File: src/rtl/vm1_bus_watchdog_if.sv
// VM1 processor-side bus strobes, connector reply and synthetic reply,
// seen from the bus driver (master) and from the watchdog (slave).
interface vm1_bus_watchdog_if;
  logic nSYNC;
  logic nDIN;
  logic nDOUT;
  logic nMRPLY;
  logic nRPLY_FAKE;

  modport master (
    output nSYNC,
    output nDIN,
    output nDOUT,
    output nMRPLY,
    input  nRPLY_FAKE
  );

  modport slave (
    input  nSYNC,
    input  nDIN,
    input  nDOUT,
    input  nMRPLY,
    output nRPLY_FAKE
  );
endinterface

File: src/rtl/vm1_bus_watchdog.sv
// VM1 bus-cycle supervisor: measures strobe-to-reply latency, flags cycles with
// no reply inside the timeout window and can complete them with a fake RPLY.
module vm1_bus_watchdog #(
  parameter int unsigned       TOUT_W   = 8,
  parameter logic [TOUT_W-1:0] TOUT_DEF = TOUT_W'(200),
  parameter int unsigned       SYNC_ST  = 2
) (
  input  logic              CLK,
  input  logic              nDCLO,
  vm1_bus_watchdog_if.slave bus,
  input  logic              FAKE_ENA,
  input  logic              TOUT_SEL,
  input  logic [TOUT_W-1:0] TOUT_VAL,
  input  logic              ERR_CLR,
  output logic              TOUT_ERR,
  output logic              TOUT_STB,
  output logic [TOUT_W-1:0] LAT,
  output logic              LAT_STB
);

  typedef enum logic [2:0] {
    S_IDLE = 3'd0,
    S_WAIT = 3'd1,
    S_DONE = 3'd2,
    S_FAKE = 3'd3,
    S_HOLD = 3'd4
  } state_t;

  state_t              state_q, state_d;
  logic [TOUT_W-1:0]   cnt_q, cnt_d;
  logic [TOUT_W-1:0]   lim_q, lim_d;
  logic [TOUT_W-1:0]   lat_q, lat_d;
  logic [TOUT_W-1:0]   lim_raw;
  logic                fake_n_q, fake_n_d;
  logic                err_q, err_d;
  logic                tout_stb_q, tout_stb_d;
  logic                lat_stb_q, lat_stb_d;
  logic                sync_q, din_q, dout_q;
  logic [SYNC_ST-1:0]  rply_sq;
  logic                rply;
  logic                strb;

  // Strobes are CLK-synchronous: one register; the connector reply is not.
  always_ff @(posedge CLK or negedge nDCLO) begin
    if (!nDCLO) begin
      sync_q  <= 1'b1;
      din_q   <= 1'b1;
      dout_q  <= 1'b1;
      rply_sq <= '1;
    end else begin
      sync_q  <= bus.nSYNC;
      din_q   <= bus.nDIN;
      dout_q  <= bus.nDOUT;
      rply_sq <= {rply_sq[SYNC_ST-2:0], bus.nMRPLY};
    end
  end

  assign rply    = rply_sq[SYNC_ST-1];
  assign strb    = ~sync_q & (~din_q | ~dout_q);
  assign lim_raw = TOUT_SEL ? TOUT_VAL : TOUT_DEF;

  always_ff @(posedge CLK or negedge nDCLO) begin
    if (!nDCLO) begin
      state_q    <= S_IDLE;
      cnt_q      <= '0;
      lim_q      <= TOUT_W'(1);
      lat_q      <= '0;
      fake_n_q   <= 1'b1;
      err_q      <= 1'b0;
      tout_stb_q <= 1'b0;
      lat_stb_q  <= 1'b0;
    end else begin
      state_q    <= state_d;
      cnt_q      <= cnt_d;
      lim_q      <= lim_d;
      lat_q      <= lat_d;
      fake_n_q   <= fake_n_d;
      err_q      <= err_d;
      tout_stb_q <= tout_stb_d;
      lat_stb_q  <= lat_stb_d;
    end
  end

  // Reply beats timeout beats abort when they land in the same WAIT cycle.
  always_comb begin
    state_d    = state_q;
    cnt_d      = cnt_q;
    lim_d      = lim_q;
    lat_d      = lat_q;
    fake_n_d   = 1'b1;
    err_d      = err_q & ~ERR_CLR;
    tout_stb_d = 1'b0;
    lat_stb_d  = 1'b0;
    case (state_q)
      S_IDLE: begin
        cnt_d = '0;
        if (strb) begin
          state_d = S_WAIT;
          cnt_d   = TOUT_W'(1);
          lim_d   = (lim_raw == '0) ? TOUT_W'(1) : lim_raw;
        end
      end
      S_WAIT: begin
        if (!rply) begin
          lat_d     = cnt_q;
          lat_stb_d = 1'b1;
          state_d   = S_DONE;
        end else if (cnt_q == lim_q) begin
          tout_stb_d = 1'b1;
          err_d      = 1'b1;
          if (FAKE_ENA) begin
            state_d  = S_FAKE;
            fake_n_d = 1'b0;
          end else begin
            state_d  = S_HOLD;
          end
        end else if (!strb) begin
          state_d = S_IDLE;
          cnt_d   = '0;
        end else begin
          cnt_d = (cnt_q == '1) ? cnt_q : cnt_q + TOUT_W'(1);
        end
      end
      S_DONE: begin
        if (!strb && rply) state_d = S_IDLE;
      end
      S_FAKE: begin
        // Our own fake reply is never looked at; only the strobes end it.
        if (sync_q || (din_q && dout_q)) state_d = S_IDLE;
        else                             fake_n_d = 1'b0;
      end
      S_HOLD: begin
        if (!strb) state_d = S_IDLE;
      end
      default: state_d = S_IDLE;
    endcase
  end

  assign bus.nRPLY_FAKE = fake_n_q;
  assign TOUT_ERR       = err_q;
  assign TOUT_STB       = tout_stb_q;
  assign LAT            = lat_q;
  assign LAT_STB        = lat_stb_q;

endmodule
File: src/flat_wrapper.sv
// flat-port wrapper written by rule: the top's interface ports become plain ports
module vm1_bus_watchdog_flat 
#(
  parameter int unsigned       TOUT_W   = 8,
  parameter logic [TOUT_W-1:0] TOUT_DEF = TOUT_W'(200),
  parameter int unsigned       SYNC_ST  = 2
)
  (CLK, nDCLO, FAKE_ENA, TOUT_SEL, TOUT_VAL, ERR_CLR, TOUT_ERR, TOUT_STB, LAT, LAT_STB, bus_nSYNC, bus_nDIN, bus_nDOUT, bus_nMRPLY, bus_nRPLY_FAKE);
  vm1_bus_watchdog_if bus_i ();
  input  logic CLK;
  input  logic nDCLO;
  input  logic FAKE_ENA;
  input  logic TOUT_SEL;
  input  logic [TOUT_W-1:0] TOUT_VAL;
  input  logic ERR_CLR;
  output logic TOUT_ERR;
  output logic TOUT_STB;
  output logic [TOUT_W-1:0] LAT;
  output logic LAT_STB;
  input wire logic [$bits(bus_i.nSYNC)-1:0] bus_nSYNC;
  input wire logic [$bits(bus_i.nDIN)-1:0] bus_nDIN;
  input wire logic [$bits(bus_i.nDOUT)-1:0] bus_nDOUT;
  input wire logic [$bits(bus_i.nMRPLY)-1:0] bus_nMRPLY;
  output wire logic [$bits(bus_i.nRPLY_FAKE)-1:0] bus_nRPLY_FAKE;
  assign bus_i.nSYNC = bus_nSYNC;
  assign bus_i.nDIN = bus_nDIN;
  assign bus_i.nDOUT = bus_nDOUT;
  assign bus_i.nMRPLY = bus_nMRPLY;
  assign bus_nRPLY_FAKE = bus_i.nRPLY_FAKE;
  vm1_bus_watchdog #(.TOUT_W(TOUT_W), .TOUT_DEF(TOUT_DEF), .SYNC_ST(SYNC_ST)) u_core (.CLK(CLK), .nDCLO(nDCLO), .bus(bus_i), .FAKE_ENA(FAKE_ENA), .TOUT_SEL(TOUT_SEL), .TOUT_VAL(TOUT_VAL), .ERR_CLR(ERR_CLR), .TOUT_ERR(TOUT_ERR), .TOUT_STB(TOUT_STB), .LAT(LAT), .LAT_STB(LAT_STB));
endmodule
File: config.mk
export PLATFORM = sky130hd
export DESIGN_NAME = vm1_bus_watchdog_flat
export DESIGN_NICKNAME = d
export VERILOG_FILES = /design/src/rtl/vm1_bus_watchdog_if.sv /design/src/rtl/vm1_bus_watchdog.sv /design/src/flat_wrapper.sv
export SDC_FILE = /design/constraint.sdc
export NUM_CORES = 1
export LEC_CHECK = 0
export CORE_AREA = 3 3 81 83
export DETAILED_ROUTE_END_ITERATION = 10
export DIE_AREA = 0 0 84 86
export PLACE_DENSITY = 0.61
export SYNTH_ARGS = -nofsm -noshare
export SYNTH_HDL_FRONTEND = slang
export SYNTH_SLANG_ARGS = --single-unit
File: constraint.sdc
create_clock -name CLK -period 2 [get_ports CLK]
set_input_delay 0.2 -clock CLK [delete_from_list [all_inputs] [get_ports CLK]]
set_output_delay 0.2 -clock CLK [all_outputs]
set_load 0.01 [all_outputs]
Word-level counts from Yosys, hierarchy flattened
Cells that the tools add are included.

Output and inout port bits: 12. Latch bits: 0. ROM bits: 0. RAM bits: 0. Register bits: 36. Memories: 0.

Multiply operators: 0. Bitwise logic cells: 8. Multiplexer cells: 29. $lt $le $gt $ge: 0. Shift operators: 0. Reductions and logical operators: 11. $add $sub $neg: 1. Divide/modulo/power cells: 0. Equality and inequality tests: 12.

Operators with widths (number): 2-to-1 mux 8 bit (6); 2-to-1 mux 3 bit (7); one-hot mux 8 bit (2 select lines) (1); one-hot mux 3 bit (5 select lines) (1); 2-to-1 mux 1 bit (13); adder 8 x 1 -> 8 bit (second input constant) (1); == test 8 bit (1); == test 8 bit (second input constant) (1); logical NOT 8 bit (1); inequality test 2 x 1 -> 1 bit (second input constant) (4); == test 3 x 2 -> 1 bit (second input constant) (2); NOT 1 bit (5); AND reduction 2 bit (2); AND reduction 4 bit (1); == test 3 x 1 -> 1 bit (second input constant) (1); == test 3 bit (second input constant) (1); logical NOT 3 bit (1); inequality test 3 bit (second input constant) (1); AND reduction 3 bit (1); bitwise AND 1 bit (2); logical AND 1 bit (2); inequality test 2 bit (second input constant) (1); one-hot mux 1 bit (2 select lines) (1); nonzero test 2 bit (1); 3 further kinds (3).

Logic depth before layout (Yosys ltp)
Word-level depth: 7. Depth in mapped cells: 6. Depth with buffers taken out: 6.

Worst setup path before layout
No wires, ideal clock.

Path kind: flip-flop to flip-flop. Start point: register u_core.state_q[2]. End point: register u_core.cnt_q[0]. Arrival: 1581 ps. Clock period less this slack: 1702 ps. Cell stages (with the launch flop): 6. Slack: 298 ps. Cell sequence: dfrtp_1 > or3b_4 > nor4_4 > nand3b_4 > nor2_1 > a22o_1.

Cells in the longest elaborated chain, start to end: 3. Elaborated cells on any way between the ends: 8. Those cells by class: 4 x eq/ne; 1 x mux; 3 x reduce/logical.

Ends and longest elaborated chain: start, declared (line vm1_bus_watchdog.sv:29) `state_t state_q, state_d;`; start signal, assigned (line vm1_bus_watchdog.sv:73) `state_q <= state_d;`; == test 3 x 1 -> 1 bit or logical NOT 3 bit (tied branches) (line vm1_bus_watchdog.sv:94) `case (state_q)`; inequality test 3 bit (no line), or another cell as far along; AND reduction 4 bit (no line); end signal, assigned (line vm1_bus_watchdog.sv:74) `cnt_q <= cnt_d;`; end, declared (line vm1_bus_watchdog.sv:30) `logic [TOUT_W-1:0] cnt_q, cnt_d;`.

Several ways; a longest one is shown, not always the timed one. A chain may end at the register's enable or synchronous reset.

Worst setup path in the final report
Same ends and word-level chain as after synthesis.

==> results.json <==
{
  "cts_inserted_buffers": 5,
  "ys_warn_count": 0,
  "rsz0062_at_grt": "no",
  "routedWlPerCell_um": 12.6,
  "clock_path_buffers": 2,
  "synth_area_leaders": "dfrtp_1 (42%), dfstp_2 (11%), mux2_2 (5.2%)",
  "worst_clock_skew_ns": 0.00518,
  "clock.fmax_mhz": 545,
  "p_sw_frac": 0.330,
  "drt-total-wl_mm": 3.54,
  "min_period_ns": 1.83,
  "drive_gt1_frac": 0.204,
  "cp.arrival_ns": 2.02,
  "core_area_um2": 5920,
  "first_pass_iters": 4,
  "gp_congestion": 0.883,
  "synth_nets": 184,
  "cellInternalPower_mw": 1.54,
  "grt-ovfl-total": 0,
  "worstMarginPinSlew_ns": 0.474,
  "syn_area_um2": 1730,
  "yosysTopAreaCellShare": 0.418,
  "dpl_cell_area_um2": 2150,
  "syn_avg_cell_area_um2": 10.4,
  "clkPwrFrac": 0.232,
  "fp.dieW_um": 84,
  "peakVddDrop_mv": 0.342,
  "synth-seq-cells": 36,
  "path_max_fanout": 8,
  "grt_max_degree": 37,
  "nets": 223,
  "diodes": 0,
  "start_util": 0.293,
  "clk_latency_ns": 0.29,
  "antenna_found_initial": 0,
  "required_ns": 2.18,
  "leakagePower_nw": 0.930,
  "max_cap_viol_count": 0,
  "hpwl_mm": 2.54,
  "cts_root_buf": "clkbuf_8",
  "vias_per_cell": 4.65,
  "min_period_over_period": 0.917,
  "ant_nets": 0,
  "grt.total_usage": 0.110,
  "synth.most_common_cell": "dfrtp_1",
  "ys_seq_area_frac": 0.525,
  "drv_slew": 0,
  "design_area_um2": 2250,
  "worst_slack_ns": 0.166,
  "slew_headroom": 0.683,
  "powerDensity_nw_per_um2": 1020,
  "power_frac_seq": 0.433,
  "grt_pass1_vias": 1323,
  "status": "finished, final reports clean",
  "cp-end-kind": "register",
  "cts_hold_buf": 0,
  "drc": 0,
  "grt_pass1_wl_mm": 6.27,
  "finish.utilization": 0.380,
  "die_h_um": 86,
  "rows": 28,
  "drt-initial-drc-count": 122,
  "criticalPathCategory": "reg2reg",
  "dr_total_vias": 1307,
  "startpoint_type": "register",
  "die-area_um2": 7220,
  "final-hold-violation-count": 0,
  "io_buffers": 28,
  "clkTransAtPathRegs_ns": 0.07,
  "ys_top_cells_by_count": "dfrtp_1 (29), nand2_1 (21), o21ai_0 (14)",
  "finalSetupTns_ns": 0,
  "async_flop_share": 1.00,
  "hp-class": "in2async",
  "synth_top_cell_by_area": "dfrtp_1",
  "htree_levels": 2,
  "area_growth_pct": 29.7,
  "cts_tree": "built",
  "finalSetupViolCount": 0,
  "pwr-share-comb": 0.335,
  "ios": 29,
  "numClockSinks": 36,
  "syn_inst": 166,
  "ys_types": 40,
  "synth_edf_count": 0,
  "dominantRegCellSynth": "dfrtp_1",
  "power.net_switching_mw": 0.760,
  "post_cts_buffers": 0,
  "pre_cts_slack_ns": 0.139
}
-- final cells by class --
type | count | area (um2)
clock buffers | 8 | 90.1
repair buffers | 37 | 348
well taps | 75 | 93.8
inverters | 8 | 30.0
fillers | 592 | 3670
multi-input cells | 117 | 776
flip-flops and latches | 36 | 911
-- layer usage --
layer | track usage | routed length [um]
met1 | 0.143 | 1720
met2 | 0.168 | 1570
met3 | 0.0355 | 187
met4 | 0.0482 | 68
met5 | 0 | 0
-- power groups by stage --
| stage | sequential, mW | clock [mW] | combinational (mW) |
|---|---|---|---|
| finish | 0.997 | 0.535 | 0.771 |
| global route | 1.02 | 0.593 | 0.867 |
| CTS | 0.996 | 0.564 | 0.775 |
| detailed placement | 1.01 | 0 | 0.770 |
| global placement | 1.00 | 0 | 0.774 |
| floorplan | 1.00 | 0 | 0.486 |
-- cell usage in the layout, fill, tap and decap left out, drive strengths merged, types with 3 or more instances in the layout --
cell and count:
a21o 3, a21oi 4, buf 9, clkbuf 8, clkdlybuf4s50 28, dfrtp 29, dfstp 7, inv 8
mux2 8, nand2 21, nand3 7, nand4 4, nor2 14, nor2b 3, o21ai 14, o311ai 3
xnor2 8
-- path summary, 6_finish.rpt --
check / startpoint / end / slack [ns] / depth (start not counted)
min reg2reg: u_core.rply_sq[0]$_DFF_PN1_ / u_core.rply_sq[1]$_DFF_PN1_ / 0.36 / 0
max reg2reg: u_core.state_q[2]$_DFFE_PN0P_ / u_core.cnt_q[0]$_DFFE_PN0P_ / 0.17 / 5
max: u_core.state_q[2]$_DFFE_PN0P_ / u_core.cnt_q[0]$_DFFE_PN0P_ / 0.17 / 5
min in group CLK: bus_nDOUT / u_core.dout_q$_DFF_PN1_ / 0.32 / 1
min: nDCLO / u_core.TOUT_STB$_DFF_PN0_ / 0.32 / 2
max in group asynchronous: nDCLO / u_core.lim_q[0]$_DFFE_PN1P_ / 1.33 / 2
-- repair_timing --
item                                    4_1_cts  5_1_grt
endpoints found under the setup margin        0        3
endpoints found under the hold margin         0        0
resized for setup                             0        3
-- metrics by stage --
stage / hold WS (ns) / instances / total power, mW
global route: 0.318 / 281 / 2.48
finish: 0.318 / 281 / 2.30
floorplan: -0.0956 / 166 / 1.49
global placement: 0.347 / 273 / 1.78
CTS: 0.312 / 281 / 2.34
detailed placement: 0.352 / 273 / 1.78
-- state kept, by name, indices dropped and copies added (netlist names) --
register	flops
u_core.LAT	8
u_core.LAT_STB	1
u_core.TOUT_ERR	1
u_core.TOUT_STB	1
u_core.bus.nRPLY_FAKE	1
u_core.cnt_q	8
u_core.din_q	1
u_core.dout_q	1
u_core.lim_q	8
u_core.rply_sq	2
u_core.state_q	3
u_core.sync_q	1
-- worst max-delay path: stages (launching register included) --
cell      delay, ns
dfrtp_1        0.43
or3b_4         0.45
nor4_4         0.34
nand3b_4       0.25
nor2_1         0.05
a22o_1         0.20
-- cell families after synthesis --
family,after synthesis,share of synthesized area
AND/OR/NAND/NOR,61,0.188
AO/OA/AOI/OAI,38,0.152
flip-flops,36,0.525
buffers and inverters,13,0.0303
multiplexers,9,0.0577
XOR/XNOR,8,0.0404
adder cells (fa/ha/maj),1,0.00721
(Power assumes the default switching activity.)
